===== src/rtl/exc_pkg.sv =====
// Shared types and default sizing for the exception/interrupt capture unit.
// Pure declarations, no logic.
package exc_pkg;

  typedef enum logic [1:0] {
    IDLE    = 2'd0,
    TAKE    = 2'd1,
    HANDLER = 2'd2
  } exc_state_t;

  localparam int DEF_NUM_SRC    = 8;
  localparam int DEF_CAUSE_W    = 5;
  localparam int DEF_PC_W       = 32;
  localparam int DEF_CAUSE_BASE = 0;

endpackage


===== src/rtl/exc_prio_enc.sv =====
// Lowest-index-first priority encoder: valid flag, binary index and one-hot grant.
// Purely combinational, zero latency; no flow control.
module exc_prio_enc #(
  parameter int N     = 8,
  parameter int IDX_W = (N > 1) ? $clog2(N) : 1
) (
  input  logic [N-1:0]     req,
  output logic             vld,
  output logic [IDX_W-1:0] idx,
  output logic [N-1:0]     gnt
);

  // Scan from the top down so the last hit (lowest index) wins.
  always_comb begin
    vld = 1'b0;
    idx = '0;
    gnt = '0;
    for (int i = N - 1; i >= 0; i--) begin
      if (req[i]) begin
        vld    = 1'b1;
        idx    = IDX_W'(i);
        gnt    = '0;
        gnt[i] = 1'b1;
      end
    end
  end

endmodule


===== src/rtl/exc_cause_unit.sv =====
// Exception capture: pending latch, lowest-index pick at an instruction boundary, cause/EPC record.
// Take pulse one cycle after the boundary decision; blocks further takes until eret.
module exc_cause_unit
  import exc_pkg::*;
#(
  parameter int NUM_SRC    = DEF_NUM_SRC,
  parameter int CAUSE_W    = DEF_CAUSE_W,
  parameter int PC_W       = DEF_PC_W,
  parameter int CAUSE_BASE = DEF_CAUSE_BASE
) (
  input  logic               clk,
  input  logic               reset,
  input  logic [NUM_SRC-1:0] exc_req,
  input  logic [NUM_SRC-1:0] exc_en,
  input  logic [PC_W-1:0]    pc_i,
  input  logic               instr_boundary,
  input  logic               eret,
  output logic               exc_take,
  output logic [CAUSE_W-1:0] cause_o,
  output logic [PC_W-1:0]    epc_o,
  output logic               busy_o,
  output logic [NUM_SRC-1:0] pending_o,
  output logic               lost_o
);

  localparam int IDX_W = (NUM_SRC > 1) ? $clog2(NUM_SRC) : 1;

  if (CAUSE_BASE + NUM_SRC - 1 >= 2 ** CAUSE_W) begin : g_cause_range_bad
    $error("exc_cause_unit: CAUSE_BASE+NUM_SRC-1 does not fit in CAUSE_W bits");
  end

  exc_state_t         state_q, state_d;
  logic [NUM_SRC-1:0] pending_q;
  logic               lost_q;
  logic [CAUSE_W-1:0] cause_q;
  logic [PC_W-1:0]    epc_q;

  logic [NUM_SRC-1:0] eligible;
  logic               enc_vld;
  logic [IDX_W-1:0]   enc_idx;
  logic [NUM_SRC-1:0] enc_gnt;
  logic               take_go;
  logic [NUM_SRC-1:0] clr;

  // Only the registered pending feeds selection, so a fresh request waits a cycle.
  assign eligible = pending_q & exc_en;

  exc_prio_enc #(
    .N     (NUM_SRC),
    .IDX_W (IDX_W)
  ) u_prio_enc (
    .req (eligible),
    .vld (enc_vld),
    .idx (enc_idx),
    .gnt (enc_gnt)
  );

  always_comb begin
    state_d = state_q;
    take_go = 1'b0;
    unique case (state_q)
      IDLE: begin
        if (instr_boundary && enc_vld) begin
          take_go = 1'b1;
          state_d = TAKE;
        end
      end
      TAKE:    state_d = HANDLER;
      HANDLER: if (eret) state_d = IDLE;
      default: state_d = IDLE;
    endcase
  end

  assign clr = take_go ? enc_gnt : '0;

  always_ff @(posedge clk) begin
    if (reset) begin
      state_q   <= IDLE;
      pending_q <= '0;
      lost_q    <= 1'b0;
      cause_q   <= '0;
      epc_q     <= '0;
    end else begin
      state_q   <= state_d;
      // A new request on the granted bit re-arms it: set wins over clear.
      pending_q <= (pending_q & ~clr) | exc_req;
      if (|(exc_req & pending_q)) lost_q <= 1'b1;
      if (take_go) begin
        cause_q <= CAUSE_W'(CAUSE_BASE) + CAUSE_W'(enc_idx);
        epc_q   <= pc_i;
      end
    end
  end

  assign exc_take  = (state_q == TAKE);
  assign busy_o    = (state_q != IDLE);
  assign cause_o   = cause_q;
  assign epc_o     = epc_q;
  assign pending_o = pending_q;
  assign lost_o    = lost_q;

endmodule

===== config.mk =====
export PLATFORM = sky130hd
export DESIGN_NAME = exc_cause_unit
export DESIGN_NICKNAME = d
export VERILOG_FILES = /design/src/rtl/exc_pkg.sv /design/src/rtl/exc_prio_enc.sv /design/src/rtl/exc_cause_unit.sv
export SDC_FILE = /design/constraint.sdc
export NUM_CORES = 1
export LEC_CHECK = 0
export ABC_AREA = 1
export CAP_MARGIN = 20
export CORE_MARGIN = 2
export CORE_UTILIZATION = 44
export CTS_BUF_LIST = sky130_fd_sc_hd__clkbuf_8
export CTS_CLUSTER_DIAMETER = 120
export DETAILED_ROUTE_END_ITERATION = 6
export GPL_TIMING_DRIVEN = 0
export PLACE_DENSITY_LB_ADDON = 0.05
export SLEW_MARGIN = 10
export SYNTH_ARGS = -nofsm -noshare
export SYNTH_HDL_FRONTEND = slang
export SYNTH_SLANG_ARGS = --single-unit

===== constraint.sdc =====
create_clock -name clk -period 2 [get_ports clk]
set_input_delay 0.3 -clock clk [delete_from_list [all_inputs] [get_ports clk]]
set_output_delay 0.3 -clock clk [all_outputs]
set_load 0.005 [all_outputs]

==> summary.json, run 1 <==
{
  "arrival_ps": 1330,
  "final.min_clock_period_ps": 1630,
  "post_drt_via_cell_ratio": 4.78,
  "clock_pin_slew_of_the_registers_on_the_worst_case_setup_and_hold_paths_ps": 90,
  "synth-seq-cells": 46,
  "synthToLayoutAreaGrowth_pct": 56.2,
  "clockBufferDepth": 2,
  "layout_commonest_cell": "sky130_fd_sc_hd__clkdlybuf4s50_1",
  "max_fo_critical_path": 3,
  "drt-initial-drc-count": 79,
  "min_path_type": "flip-flop to flip-flop",
  "grt_overflow_total": 0,
  "first_pass_iters": 4,
  "tritoncts_buffer_count": 5,
  "critical_path_end_type": "output port",
  "fin_worst_skew_ps": 3.81,
  "boundaryPins": 100,
  "critical-path-slowest-cell": "sky130_fd_sc_hd__clkdlybuf4s50_1",
  "required_time_at_the_worst_slack_endpoint_ps": 1700,
  "cp-start-kind": "flip-flop",
  "gr_util_all_layers": 0.191,
  "grt_pass1_vias": 1849,
  "ys_types": 27,
  "post-route-period-util": 0.813,
  "cts_resized": 0,
  "total_leakage_power_uw": 0.00142,
  "synth_sequential_area_ratio": 0.459,
  "total_power_uw": 2140,
  "finalSetupViolCount": 0,
  "fmaxAchievable_mhz": 615,
  "remaining_drc_errors": 0,
  "postCtsSetupRepairBufs": 0,
  "htree_levels": 2,
  "detailedPlacementHpwl_mm": 3.62,
  "placeableCoreArea_sq_um": 4380,
  "synth_area_sq_um": 2000,
  "reg2reg_slack_ps": 640,
  "totalNegativeSetupSlack_ps": 0,
  "layout.cells.most_common_list": "sky130_fd_sc_hd__clkdlybuf4s50_1 (97), sky130_fd_sc_hd__nand2_1 (67), sky130_fd_sc_hd__dfxtp_1 (46), sky130_fd_sc_hd__nand3_1 (43)",
  "io_buffer_count": 97,
  "powerDensity_nw_per_um2": 684,
  "worstPathCellList": "inv_1 > nand2_1 > clkdlybuf4s50_1",
  "start_util": 0.457,
  "timing.reg2reg.worst_path_depth": 9,
  "die-area_sq_um": 5110,
  "syn_area_per_cell_sq_um": 8.18,
  "instance_count_along_the_most_critical_hold_path": 2,
  "drt_wl_total_mm": 4.82,
  "critPathMaxStageDelay_ps": 530,
  "rows": 24,
  "average_detailed_routed_wire_length_per_instance_microns": 11.9,
  "clk-insertion-delay-late_ps": 290,
  "drt.antenna.violating_nets": 0,
  "timing.setup.critical_path_class": "flip-flop to output port",
  "cts.sink_count": 46,
  "layout-drive-gt1-share": 0.134,
  "ir_drop_uv": 460,
  "final_max_slew_viol_count": 0,
  "synthCells": 245,
  "antenna_cells_inserted": 0,
  "timing.final.hold_violations": 0,
  "antenna_found_initial": 0,
  "hold_buffers": 0,
  "gp_congestion": 0.733,
  "final_net_count": 402,
  "clk_root_buffer_cell": "sky130_fd_sc_hd__clkbuf_8",
  "ys_warn_count": 0,
  "die_height_microns": 71.5,
  "outcome": "complete, no violations",
  "grt_setup_unrepaired": "no",
  "max_cap_viol_count": 0,
  "grt_first_pass_wirelength_mm": 7.78,
  "die_w_microns": 71.5,
  "grt_max_degree": 15,
  "total_via_count_after_detailed_routing": 1925,
  "clock_tree_from_tritoncts": "yes"
}
==> worst max-delay path: cells and delay by family, from the launching register on <==
family                 cells  cell delay, ps
and+or+nand+nor            1             100
DFF                        1             360
buffers and inverters      2             570
==> cell usage after synthesis, drive strengths merged <==
| master | instances | share of area |
|---|---|---|
| a21oi | 12 | 0.030 |
| a211oi | 1 | 0.0037 |
| dfxtp | 46 | 0.46 |
| nand2 | 91 | 0.24 |
| or2 | 1 | 0.0031 |
| nand4 | 4 | 0.012 |
| and3 | 1 | 0.0031 |
| nor2 | 12 | 0.036 |
| o21ai | 5 | 0.012 |
| conb | 1 | 0.0019 |
| inv | 12 | 0.024 |
| clkinv | 1 | 0.0019 |
| nand3 | 44 | 0.12 |
| clkbuf | 4 | 0.0075 |
| buf | 9 | 0.046 |
| a221oi | 1 | 0.0044 |
==> through the flow <==
step / hold slack, ps / instances / area (sq um) / setup WS (ps) / utilization
3_3_place_gp: 455 / 395 / 3040 / 267 / 0.694
2_1_floorplan: 393 / 246 / 2010 / 756 / -
6_report: 470 / 403 / 3130 / 375 / 0.714
4_1_cts: 473 / 403 / 3130 / 359 / 0.714
5_1_grt: 493 / 403 / 3130 / 313 / 0.714
3_5_place_dp: 460 / 395 / 3040 / 247 / 0.694
==> final timing paths <==
kind,start,endpoint
worst min register to register,epc_o[15],epc_o[15]
worst min-delay path,epc_o[15],epc_o[15]
worst max-delay path,state_q[1],busy_o
worst max register to register,pending_o[1],epc_o[14]
==> power breakdown <==
group          switching [uW]  internal (uW)
Clock                     310            242
Sequential               45.2            992
Combinational             236            315
Total                     592           1550
==> final cells by class <==
type | count | area [sq um]
Buffer | 13 | 106
Clock buffer | 5 | 68.8
Clock inverter | 3 | 17.5
Fill cell | 373 | 1250
Inverter | 13 | 51.3
Multi-Input combinational cell | 174 | 930
Sequential cell | 46 | 921
Tap cell | 52 | 65.1
Timing Repair Buffer | 97 | 971
==> cell families (layout without fill, tap and decap cells) <==
group	after synthesis	in the layout	share of synthesized area
other	1	2	0.00187
AND/OR/NAND/NOR	153	153	0.409
flip-flops	46	46	0.459
buffers and inverters	26	131	0.0787
AO/OA/AOI/OAI	19	19	0.0506
==> registers in the layout, summed over array words and instances (netlist names) <==
signal,flops
cause_o,3
epc_o,32
state_q,2
lost_o,1
pending_o,8
==> routing by layer <==
layer  up-vias  share of wire  track usage
met5         -              0            0
met3         5          0.091       0.0774
li1        999              -            -
met1       861           0.42        0.219
met4         0         0.0089       0.0587
met2        60           0.48        0.325
Note: power is estimated with default switching activity, not from simulation.
==> inputs of run 2 (changes only) <==
--- a/config.mk
+++ b/config.mk
@@ -8,7 +8,7 @@
 export ABC_AREA = 1
 export CAP_MARGIN = 20
 export CORE_MARGIN = 2
-export CORE_UTILIZATION = 44
+export CORE_UTILIZATION = 37
 export CTS_BUF_LIST = sky130_fd_sc_hd__clkbuf_8
 export CTS_CLUSTER_DIAMETER = 120
 export DETAILED_ROUTE_END_ITERATION = 6
==> constraint.sdc (replaced) <==
create_clock -name clk -period 1.4 [get_ports clk]
set_input_delay 0.21 -clock clk [delete_from_list [all_inputs] [get_ports clk]]
set_output_delay 0.21 -clock clk [all_outputs]
set_load 0.005 [all_outputs]
==> run 2 against run 1 <==
  * Via count shrank 1.1%
  * Clock-buffer cell count increased by 1
  * Worst setup slack lost 340 ps
  * Cell area is 5.6% higher
  * Core utilization decreased by 7.5 points
  * Non-clock buffer count up 6
  * Flip-flop and latch count stayed put
==> summary.json, run 2 (synthesis results as in run 1) <==
{
  "drt.antenna.violating_nets": {"value": 0, "change": "unchanged"},
  "final_core_util": {"value": 0.639, "change": "-0.0752"},
  "dr.max_layer_used": "met4",
  "die_height": {"value": 77.6, "unit": "microns", "change": "+8.5%"},
  "average_detailed_routed_wire_length_per_instance": {"value": 11.7, "unit": "microns", "change": "-1.7%"},
  "gp_congestion": {"value": 0.823, "change": "+12%"},
  "clock_pin_slew_of_the_registers_on_the_worst_case_setup_and_hold_paths": {"value": 80, "unit": "ps", "change": "about the same"},
  "fmaxAchievable_mhz": 733,
  "layout-drive-gt1-share": {"value": 0.224, "change": "+0.0902"},
  "powerDensity": {"value": 955, "unit": "nW/um^2", "change": "+40%"},
  "drt-initial-drc-count": {"value": 58, "change": "-27%"},
  "instance_count_along_the_most_critical_hold_path": {"value": 4, "change": "+2"},
  "cp-start-kind": "flip-flop",
  "tritoncts_buffer_count": {"value": 5, "change": "unchanged"},
  "die-area": {"value": 6020, "unit": "sq um", "change": "+18%"},
  "multiInputGateArea": {"value": 942, "unit": "sq um", "change": "+1.3%"},
  "first_pass_iters": {"value": 4, "change": "unchanged"},
  "required_time_at_the_worst_slack_endpoint": {"value": 1190, "unit": "ps", "change": "-510 ps"},
  "worstPathCellList": "clkdlybuf4s50_1",
  "clock_tree_from_tritoncts": "yes",
  "critical_path_end_type": "output port",
  "grt_overflow_total": {"value": 0, "change": "unchanged"},
  "hp-start": "exc_en[3]",
  "clockBufferDepth": {"value": 2, "change": "unchanged"},
  "max_cap_viol_count": {"value": 0, "change": "unchanged"},
  "grt_pass1_vias": {"value": 1879, "change": "+1.6%"},
  "grt_first_pass_wirelength": {"value": 8.49, "unit": "mm", "change": "+9.1%"},
  "cp.buffers_inverters": {"value": 1, "change": "-1"},
  "io_buffer_count": {"value": 97, "change": "unchanged"},
  "max_fo_critical_path": {"value": 2, "change": "-1"},
  "antenna_cells_inserted": {"value": 0, "change": "unchanged"},
  "critical-path-slowest-cell": "sky130_fd_sc_hd__clkdlybuf4s50_1",
  "layout_commonest_cell": "sky130_fd_sc_hd__clkdlybuf4s50_1",
  "post-route-period-util": 0.975,
  "remaining_drc_errors": {"value": 0, "change": "unchanged"},
  "timing.final.hold_violations": {"value": 0, "change": "unchanged"},
  "timing.reg2reg.worst_path_depth": {"value": 9, "change": "unchanged"},
  "boundaryPins": {"value": 100, "change": "unchanged"},
  "htree_levels": {"value": 2, "change": "unchanged"},
  "hold_buffers": {"value": 0, "change": "unchanged"},
  "outcome": "complete, no violations",
  "largest_register_ff_count": {"value": 32, "change": "unchanged"},
  "die_w": {"value": 77.6, "unit": "microns", "change": "+8.5%"},
  "synthToLayoutAreaGrowth_pct": 64.9,
  "total_via_count_after_detailed_routing": {"value": 1904, "change": "-1.1%"},
  "critical_path_cell_count": {"value": 1, "change": "-2"},
  "critPathMaxStageDelay": {"value": 510, "unit": "ps", "change": "-20 ps"},
  "total_power": {"value": 3160, "unit": "uW", "change": "+47%"},
  "post_drt_via_cell_ratio": {"value": 4.46, "change": "-6.7%"},
  "fin_worst_skew": {"value": 6.97, "unit": "ps", "change": "+3.16 ps"},
  "routed-wl-met2": {"value": 2.41, "unit": "mm", "change": "+3.2%"},
  "final_net_count": {"value": 408, "change": "+1.5%"},
  "final_max_slew_viol_count": {"value": 0, "change": "unchanged"},
  "antenna_found_initial": {"value": 0, "change": "unchanged"},
  "total_leakage_power": {"value": 0.00171, "unit": "uW", "change": "+20%"},
  "rows": {"value": 26, "change": "+8.3%"},
  "start_util": {"value": 0.388, "change": "-0.0697"},
  "cp-startpoint": "epc_o[17]",
  "min_path_type": "input port to flip-flop",
  "arrival": {"value": 1150, "unit": "ps", "change": "-180 ps"},
  "detailedPlacementHpwl": {"value": 3.63, "unit": "mm", "change": "+0.25%"},
  "final.min_clock_period_ps": 1360,
  "gr_util_all_layers": {"value": 0.175, "change": "-0.0155"},
  "drt_wl_total": {"value": 5.01, "unit": "mm", "change": "+4.1%"},
  "worst_path_dominant_cell_family": "buffers and inverters",
  "cts.sink_count": {"value": 46, "change": "unchanged"},
  "drt-met1-wl": {"value": 2.20, "unit": "mm", "change": "+9.7%"},
  "fillers": {"value": 486, "change": "+30%"},
  "crit_reg_reg_startpoint": "pending_o[2]",
  "register_area": {"value": 961, "unit": "sq um", "change": "+4.3%"},
  "clk_root_buffer_cell": "sky130_fd_sc_hd__clkbuf_8",
  "placeableCoreArea": {"value": 5170, "unit": "sq um", "change": "+18%"},
  "ir_drop": {"value": 578, "unit": "uV", "change": "+26%"},
  "timing.setup.critical_path_class": "flip-flop to output port",
  "grt_max_degree": {"value": 15, "change": "unchanged"},
  "detailroute.wirelength.met3": {"value": 346, "unit": "microns", "change": "-21%"},
  "clk-insertion-delay-late": {"value": 300, "unit": "ps", "change": "about the same"},
  "finalSetupViolCount": {"value": 0, "change": "unchanged"},
  "layout.cells.most_common_list": "sky130_fd_sc_hd__clkdlybuf4s50_1 (80), sky130_fd_sc_hd__nand2_1 (64), sky130_fd_sc_hd__nand3_1 (43), sky130_fd_sc_hd__dfxtp_1 (24), sky130_fd_sc_hd__dfxtp_2 (17)",
  "totalNegativeSetupSlack": {"value": 0, "unit": "ps", "change": "unchanged"}
}
## run 2: changes by cell type in the layout (fill, tap and decap cells not counted), moves of 2 or more
cell / before / now
sky130_fd_sc_hd__clkbuf_1: 4 / 2
sky130_fd_sc_hd__clkdlybuf4s50_1: 97 / 80
sky130_fd_sc_hd__buf_4: 5 / 10
sky130_fd_sc_hd__clkbuf_2: 0 / 2
sky130_fd_sc_hd__dfxtp_1: 46 / 24
sky130_fd_sc_hd__nand2_1: 67 / 64
sky130_fd_sc_hd__dfxtp_4: 0 / 5
sky130_fd_sc_hd__nand2_2: 12 / 15
sky130_fd_sc_hd__dlygate4sd2_1: 0 / 2
sky130_fd_sc_hd__dfxtp_2: 0 / 17
sky130_fd_sc_hd__dlymetal6s2s_1: 0 / 15
## run 2: report_power, final
group / leakage, uW / switching, uW / internal (uW) / total, uW
logic: 0.00127 / 347 / 464 / 810
registers: 0.000387 / 63.5 / 1420 / 1490
clock network: 0.0000530 / 457 / 401 / 858
total: 0.00171 / 867 / 2290 / 3160
## run 2: final timing paths
kind	slack, ps	endpoint
hold reg to reg	460	epc_o[22]
setup reg to reg	70	epc_o[24]
hold / removal	370	pending_o[3]
setup / recovery	40	epc_o[17]
## run 2: layer usage
layer | vias to the layer above | GRT usage
met3 | 5 | 0.0581
met5 | - | 0
met2 | 58 | 0.281
met4 | 0 | 0.0696
met1 | 833 | 0.216
li1 | 1008 | -
## run 2: tightest hold or removal path, cell delays in order
cell and delay [ps]:
sky130_fd_sc_hd__dlymetal6s2s_1 150, sky130_fd_sc_hd__nand3_1 80, sky130_fd_sc_hd__o21ai_0 60, sky130_fd_sc_hd__a21oi_1 110
## run 2: final cells by class
class	instances	area share
clock buffer	6	0.0250
buffer	13	0.0352
sequential	46	0.291
timing repair buffer	103	0.318
inverter	13	0.0155
tap	70	0.0265
clock inverter	2	0.00379
multi-input combinational	174	0.285
## run 2: through the flow
stage	cell area (sq um)	cells	hold WS [ps]	worst slack, ps
final	3300	427	366	35.4
after global routing	3300	427	409	-9.48
after CTS	3180	422	427	5.63
after detailed placement	3070	413	458	-282
after global placement	3070	413	451	-259
after floorplan	2010	246	303	156
## run 2: repair_timing
action / CTS / global route
pin swaps: 0 / 3
resized for setup: 10 / 44
setup endpoints to repair: 10 / 60
buffers inserted: 1 / 5
==> inputs of run 3 (changes only) <==
--- a/config.mk
+++ b/config.mk
@@ -6,8 +6,7 @@
 export NUM_CORES = 1
 export LEC_CHECK = 0
 export ABC_AREA = 1
-export CAP_MARGIN = 20
-export CORE_MARGIN = 2
+export CAP_MARGIN = 0
 export CORE_UTILIZATION = 37
 export CTS_BUF_LIST = sky130_fd_sc_hd__clkbuf_8
 export CTS_CLUSTER_DIAMETER = 120
==> run 3 against run 2 <==
  * Critical path depth unchanged
  * Via count decreased by 1.0%
  * Maximum frequency decreased by 0.10%
  * Flip-flop and latch count unchanged
  * First-iteration DRC count decreased by 29%
  * Register-to-register slack improved by 20 ps
  * Clock power decreased by 4.3%
  * Non-clock buffer count decreased by 5
  * Cell count decreased by 1.2%
  * Routed wire length decreased by 5.1%
  * Worst setup slack got worse by 1.4 ps
  * Largest cell class unchanged
  * Largest power group unchanged
  * Highest routed layer unchanged
==> summary.json, run 3 (synthesis results as in run 1) <==
{
  "post_drt_via_cell_ratio": {"value": 4.47, "change": "+0.18%"},
  "final.min_clock_period": {"value": 1370, "unit": "ps", "change": "+1.40 ps"},
  "cts.sink_count": {"value": 46, "change": "unchanged"},
  "grt_max_degree": {"value": 16, "change": "+1"},
  "cp-start-kind": "flip-flop",
  "arrival": {"value": 1160, "unit": "ps", "change": "about the same"},
  "gr_util_all_layers": {"value": 0.164, "change": "-0.0113"},
  "cp.buffers_inverters": {"value": 1, "change": "unchanged"},
  "clockBufferDepth": {"value": 2, "change": "unchanged"},
  "critPathMaxStageDelay": {"value": 500, "unit": "ps", "change": "about the same"},
  "powerDensity": {"value": 951, "unit": "nW/um^2", "change": "-0.40%"},
  "gp_congestion": {"value": 0.838, "change": "+1.7%"},
  "stdcell_count": {"value": 422, "change": "-1.2%"},
  "timing.setup.critical_path_class": "flip-flop to output port",
  "io_buffer_count": {"value": 97, "change": "unchanged"},
  "rows": {"value": 26, "change": "unchanged"},
  "total_leakage_power": {"value": 0.00169, "unit": "uW", "change": "-1.1%"},
  "die_height": {"value": 75.6, "unit": "microns", "change": "-2.6%"},
  "post-route-period-util": {"value": 0.976, "change": "+0.00100"},
  "worst_case_setup_margin_in_the_final_layout": {"value": 34.0, "unit": "ps", "change": "-1.40 ps"},
  "layout-drive-gt1-share": {"value": 0.199, "change": "-0.0252"},
  "final_net_count": {"value": 403, "change": "-1.2%"},
  "synthToLayoutAreaGrowth_pct": 62.0,
  "total_power": {"value": 3090, "unit": "uW", "change": "-2.1%"},
  "drt-initial-drc-count": {"value": 41, "change": "-29%"},
  "placeableCoreArea": {"value": 5170, "unit": "sq um", "change": "unchanged"},
  "place.detailed.instances": {"value": 413, "change": "unchanged"},
  "detailedPlacementHpwl": {"value": 3.46, "unit": "mm", "change": "-4.7%"},
  "timing.reg2reg.worst_path_depth": {"value": 9, "change": "unchanged"},
  "worstPathCellList": "clkdlybuf4s50_1",
  "ir_drop": {"value": 507, "unit": "uV", "change": "-12%"},
  "outcome": "complete, no violations",
  "remaining_drc_errors": {"value": 0, "change": "unchanged"},
  "grt_pass1_vias": {"value": 1655, "change": "-12%"},
  "tritoncts_buffer_count": {"value": 5, "change": "unchanged"},
  "reg2reg_slack": {"value": 90, "unit": "ps", "change": "+20 ps"},
  "start_util": {"value": 0.388, "change": "unchanged"},
  "clock_pin_slew_of_the_registers_on_the_worst_case_setup_and_hold_paths": {"value": 90, "unit": "ps", "change": "about the same"},
  "max_cap_viol_count": {"value": 0, "change": "unchanged"},
  "fin_worst_skew": {"value": 9.45, "unit": "ps", "change": "+2.48 ps"},
  "clk_root_buffer_cell": "sky130_fd_sc_hd__clkbuf_8",
  "die-area": {"value": 5720, "unit": "sq um", "change": "-5.1%"},
  "required_time_at_the_worst_slack_endpoint": {"value": 1190, "unit": "ps", "change": "about the same"},
  "average_detailed_routed_wire_length_per_instance": {"value": 11.3, "unit": "microns", "change": "-4.0%"},
  "grt_first_pass_wirelength": {"value": 7.25, "unit": "mm", "change": "-15%"},
  "total_via_count_after_detailed_routing": {"value": 1885, "change": "-1.0%"},
  "timing.final.hold_violations": {"value": 0, "change": "unchanged"},
  "worst_path_dominant_cell_family": "buffers and inverters",
  "final_max_slew_viol_count": {"value": 0, "change": "unchanged"},
  "final_core_util": {"value": 0.628, "change": "-0.0111"},
  "clk-insertion-delay-late": {"value": 290, "unit": "ps", "change": "about the same"},
  "first_pass_iters": {"value": 4, "change": "unchanged"},
  "drt_wl_total": {"value": 4.76, "unit": "mm", "change": "-5.1%"},
  "max_fo_critical_path": {"value": 2, "change": "unchanged"},
  "finalSetupViolCount": {"value": 0, "change": "unchanged"},
  "clock_tree_from_tritoncts": "yes",
  "fmaxAchievable": {"value": 732, "unit": "MHz", "change": "-0.10%"},
  "layout_commonest_cell": "sky130_fd_sc_hd__clkdlybuf4s50_1",
  "antenna_found_initial": {"value": 0, "change": "unchanged"},
  "min_path_type": "input port to flip-flop",
  "layout.cells.most_common_list": "sky130_fd_sc_hd__clkdlybuf4s50_1 (78), sky130_fd_sc_hd__nand2_1 (65), sky130_fd_sc_hd__nand3_1 (43), sky130_fd_sc_hd__dfxtp_1 (27)",
  "critical-path-slowest-cell": "sky130_fd_sc_hd__clkdlybuf4s50_1",
  "boundaryPins": {"value": 100, "change": "unchanged"},
  "instance_count_along_the_most_critical_hold_path": {"value": 3, "change": "-1"},
  "htree_levels": {"value": 2, "change": "unchanged"},
  "die_w": {"value": 75.6, "unit": "microns", "change": "-2.6%"},
  "grt_overflow_total": {"value": 0, "change": "unchanged"},
  "drt.antenna.violating_nets": {"value": 0, "change": "unchanged"},
  "antenna_cells_inserted": {"value": 0, "change": "unchanged"},
  "largest_register_ff_count": {"value": 32, "change": "unchanged"},
  "critical_path_end_type": "output port",
  "critical_path_cell_count": {"value": 1, "change": "unchanged"},
  "detailedPlace.worstSlack": {"value": -263, "unit": "ps", "change": "+19.6 ps"}
}
## run 3: changes by cell type in the layout (fill, tap and decap cells not counted), moves of 2 or more
cell / before / now
sky130_fd_sc_hd__dfxtp_4: 5 / 2
sky130_fd_sc_hd__clkbuf_2: 2 / 0
sky130_fd_sc_hd__dfxtp_1: 24 / 27
sky130_fd_sc_hd__buf_4: 10 / 5
sky130_fd_sc_hd__dlymetal6s2s_1: 15 / 17
sky130_fd_sc_hd__clkbuf_1: 2 / 4
sky130_fd_sc_hd__clkdlybuf4s50_1: 80 / 78
## run 3: area by class of cell
cell class,instances,area [sq um]
clock inverters,3,21.3
well taps,70,87.6
clock buffers,5,68.8
plain buffers,13,110
fillers,459,1930
multi-input cells,174,940
inverters,13,51.3
flip-flops and latches,46,950
repair buffers,98,1020
## run 3: report_power, final
part           switching, uW  internal [uW]
sequential              63.9           1420
clock                    470            352
combinational            336            443
total                    869           2220
## run 3: worst paths after layout
path / start / end
worst max-delay path: epc_o[21] / epc_o[21]
worst min-delay path: pc_i[17] / epc_o[17]
worst max register to register: pending_o[2] / epc_o[24]
worst min register to register: epc_o[5] / epc_o[5]
## run 3: tightest hold or removal path, delay by kind of cell
kind | cells | cell delay [ps]
buffers and inverters | 1 | 400
AND/OR/NAND/NOR | 2 | 100
## run 3: metal layers
metal,track usage,vias to the layer above,wire (microns)
met5,0,-,0
met4,0.0432,0,23
met3,0.0503,2,287
met2,0.272,53,2340
met1,0.207,833,2100
li1,-,997,-
## run 3: stage by stage
step                      setup TNS (ps)  hold WS (ps)  instance area [sq um]
after floorplan                        0           303                   2010
after global placement             -8660           454                   3070
after detailed placement           -8950           458                   3070
after CTS                              0           427                   3160
after global routing               -11.4           447                   3250
final                                  0           439                   3250
## run 3: what timing repair did
item	4_1_cts	5_1_grt
endpoints found under the setup margin	10	43
pin swaps	0	3
setup buffers	0	1
hold buffers	0	0
resized for setup	10	34
